--- config.mk ---
export PLATFORM = sky130hd
export DESIGN_NAME = serial_add_ctrl
export DESIGN_NICKNAME = d
export VERILOG_FILES = /design/src/rtl/serial_add_ctrl.sv
export SDC_FILE = /design/constraint.sdc
export NUM_CORES = 1
export LEC_CHECK = 0
export BUFFER_PORTS_ARGS = -buffer_cell sky130_fd_sc_hd__buf_2
export CORE_MARGIN = 5
export CORE_UTILIZATION = 25
export CTS_CLUSTER_SIZE = 8
export DETAILED_ROUTE_END_ITERATION = 8
export SYNTH_ARGS = -nofsm -noshare
export SYNTH_HDL_FRONTEND = slang
export SYNTH_SLANG_ARGS = --single-unit
--- constraint.sdc ---
create_clock -name clk -period 4 [get_ports clk]
set_clock_uncertainty 0.1 [all_clocks]
set_input_delay 0.8 -clock clk [delete_from_list [all_inputs] [get_ports clk]]
set_output_delay 0.8 -clock clk [all_outputs]
set_load 0.02 [all_outputs]
--- src/rtl/serial_add_ctrl.sv ---
// serial_add_ctrl: bit-serial LSB-first adder controller with start/busy/done handshake.
// Define SERIAL_ADD_SUB_EN to enable subtraction via the sub input.
module serial_add_ctrl #(
  parameter int WIDTH = 8
) (
  input  logic             clk,
  input  logic             rst,
  input  logic             start,
  input  logic [WIDTH-1:0] a,
  input  logic [WIDTH-1:0] b,
  input  logic             cin,
  input  logic             sub,
  output logic             busy,
  output logic             done,
  output logic [WIDTH-1:0] sum,
  output logic             cout
);
  localparam int NW = $clog2(WIDTH);
  typedef enum logic [1:0] {IDLE, RUN, DONE} state_t;
  state_t state;
  logic [WIDTH-1:0] sa, sb, rs, b_ld;
  logic [NW-1:0] n;
  logic c, s, c_nxt, c_ld;
`ifdef SERIAL_ADD_SUB_EN
  assign b_ld = sub ? ~b : b;
  assign c_ld = sub | cin;
`else
  logic unused_sub;
  assign unused_sub = sub;
  assign b_ld = b;
  assign c_ld = cin;
`endif
  always_comb begin
    s = sa[0] ^ sb[0] ^ c;
    c_nxt = (sa[0] & sb[0]) | (sa[0] & c) | (sb[0] & c);
  end
  always_ff @(posedge clk or posedge rst) begin
    if (rst) begin
      state <= IDLE;
      busy  <= 1'b0;
      done  <= 1'b0;
      sum   <= '0;
      cout  <= 1'b0;
      sa    <= '0;
      sb    <= '0;
      rs    <= '0;
      c     <= 1'b0;
      n     <= '0;
    end else begin
      case (state)
        IDLE, DONE: begin
          done <= 1'b0;
          if (start) begin
            sa    <= a;
            sb    <= b_ld;
            c     <= c_ld;
            n     <= '0;
            busy  <= 1'b1;
            state <= RUN;
          end else begin
            state <= IDLE;
          end
        end
        RUN: begin
          sa <= sa >> 1;
          sb <= sb >> 1;
          rs <= {s, rs[WIDTH-1:1]};
          c  <= c_nxt;
          n  <= n + 1'b1;
          if (n == NW'(WIDTH - 1)) begin
            sum   <= {s, rs[WIDTH-1:1]};
            cout  <= c_nxt;
            n     <= '0;
            busy  <= 1'b0;
            done  <= 1'b1;
            state <= DONE;
          end
        end
        default: state <= IDLE;
      endcase
    end
  end
endmodule

==> metrics <==
outcome=complete, no violations; HPWL Detailed=2420 um; layout cells sized above 1=0.275; Synth cell types=28; cells after synthesis=152; Final nets=205; Root Driver=clkbuf_8; core outline area=6760 um^2; drt first pass iters=6; final hold viol count=0; element type at the critical path end=flop; register bit total from synthesis=40; # hold bufs at CTS=0; critical path class=flop to flop; final worst slack=1.69 ns; Worst IR Drop VDD=312 uV; sequential element share of the synthesized area=0.578; met1 Use GR=0.123; Max clock buf depth=2; Crit path required time=4.08 ns; initial antenna violation count=0; Power Density=823 nW/um^2; crit share post-route=0.576; crit path launch type=flop; Initial Util=0.256; Setup Fix Bufs, Post-CTS=0; Fmax achieved=434 MHz; diode count=0; post-route cell area=2040 um^2; crit path DAT=2.39 ns; Reg-to-Reg Start=state[0]; Worst-Skew Late Latency=0.29 ns; crit-path max FO=23; final hold slack=0.386 ns; Layout area overhead=17.7%; Max-Cap Viols=0; grt ovf=0; Post-synth EDFFs=0; Hold Crit Class=flop to flop; vias per inst=4.50; clock sinks=40; Setup violations, final=0; die width=93.2 um; Routed wire per std cell=14.2 um; via count=1178; # fillers=703; Inserted Clock Buffers=5; ys async rst share=1.00; pin count of the biggest net entering global routing=41; Worst path slowest cell=dfrtp_1; Max stage delay on crit path=0.58 ns; row cnt=30; # port buffers=30; GRT Total Usage=0.0915; crit path launch=state[0]; Ports=32; RSZ-0062 raised after global routing=no; Leak=0.990 nW; Initial DRC Count=54; Residual DRC=0; hold path startpoint=rs[1]; synth warn=0; antenna viol nets, final=0; Most used DFF post-synth=dfrtp_1; Die Span Y=93.2 um; pre-CTS setup slack=1.67 ns; minimum clock period=2.31 ns; worst path bufs/invs=0; synthesized area=1730 um^2; GR peak layer=met2; cell-by-cell trace of the critical path=nor2b_4 -> nand2_1 -> mux2_4; clock-pin slew on the worst setup and hold paths=0.08 ns; first-pass GRT wire length=6160 um; H-tree lvl count=2; RePlAce Congestion=0.725; syn nets=176; Syn Area/Cell=11.4 um^2; M3 GR Usage=0.0265; met2 Use GR=0.137; Slew Limit Fails=0; worst slew pin tran=0.843 ns; number of global-route vias before repair=1203; Max-slew headroom=0.438; routed wire length=3710 um; DIE AREA=8690 um^2; instance area at placement=1930 um^2; post-CTS sizing=0; critical path's top delay family=simple AND/OR/NAND/NOR gates; setup TNS=0 ns; CTS tree=yes
-- layout make-up --
class | count | area, um^2 | share of cell area
clock buffers | 5 | 68.8 | 0.0338
clock inverters | 3 | 42.5 | 0.0209
inverters | 2 | 7.51 | 0.00369
multi-input cells | 100 | 652 | 0.320
flip-flops and latches | 40 | 1000 | 0.491
well taps | 80 | 100 | 0.0491
repair buffers | 32 | 165 | 0.0811
-- sequential cells by signal, indices dropped and copies added (netlist names) --
signal / count
n: 3
sa: 8
sb: 8
c: 1
rs: 7
sum: 8
state: 2
cout: 1
done: 1
busy: 1
-- final timing paths --
check                         end  slack [ns]  cells after the start
max in group asynchronous   sb[0]        2.94                      3
min in group asynchronous    busy        0.51                      3
max                        sum[2]        1.69                      3
max reg2reg                sum[2]        1.69                      3
min                         rs[1]        0.39                      2
min reg2reg                 rs[1]        0.39                      2
-- cells in the final DEF (no fill, tap or decap), types with 5 or more instances in the layout --
master	n
nor2_1	13
nor2b_1	5
dfrtp_1	40
nand2_1	23
nor3_1	13
clkbuf_8	5
buf_2	30
mux2_4	8
o22ai_1	12
-- cells in the mapped netlist, types with 2 or more instances --
master / number / area (um^2)
dfrtp_1: 40 / 1000
nand2_1: 23 / 86.3
nor2_1: 13 / 48.8
nor3_1: 13 / 65.1
o22ai_1: 12 / 75.1
mux2_4: 8 / 120
nor2b_1: 5 / 31.3
buf_2: 4 / 20.0
a211oi_1: 3 / 22.5
a21oi_1: 3 / 15.0
a22o_1: 3 / 26.3
buf_6: 3 / 33.8
mux2i_1: 3 / 30.0
ha_1: 2 / 25.0
inv_1: 2 / 7.51
nand2b_1: 2 / 12.5
o21a_1: 2 / 15.0
-- through the flow --
step | power [W] | util | cells
2_1_floorplan | 0.00121 | - | 152
3_3_place_gp | 0.00134 | 0.285 | 254
3_5_place_dp | 0.00136 | 0.285 | 254
4_1_cts | 0.00171 | 0.301 | 262
5_1_grt | 0.00181 | 0.301 | 262
6_report | 0.00168 | 0.301 | 262
-- routing by layer --
metal | up-vias | wire length, um | part of all wire
li1 | 580 | - | -
met1 | 571 | 1820 | 0.49
met2 | 20 | 1720 | 0.46
met3 | 7 | 123 | 0.033
met4 | 0 | 50 | 0.013
met5 | - | 0 | 0
-- report_power, final --
group / internal [W] / total, W / switching, W
registers: 0.000591 / 0.000724 / 0.000133
clock network: 0.000185 / 0.000331 / 0.000146
logic: 0.000280 / 0.000621 / 0.000341
total: 0.00106 / 0.00168 / 0.000620
-- logic make-up (layout without fill, tap and decap cells) --
logic type	count (synthesis)	count (layout)	share of synthesized area
AOI/OAI and AO/OA	26	26	0.0998
muxes	12	12	0.0933
buffers and inverters	12	42	0.0448
DFF	40	40	0.578
adders and majority gates	3	3	0.0260
and+or+nand+nor	59	59	0.158
-- worst register-to-register path: stages, from the launching register on --
cell,delay (ns)
dfrtp_1,0.58
nor2b_4,0.57
nand2_1,0.51
mux2_4,0.44
Note: power is estimated with default switching activity, not from simulation.
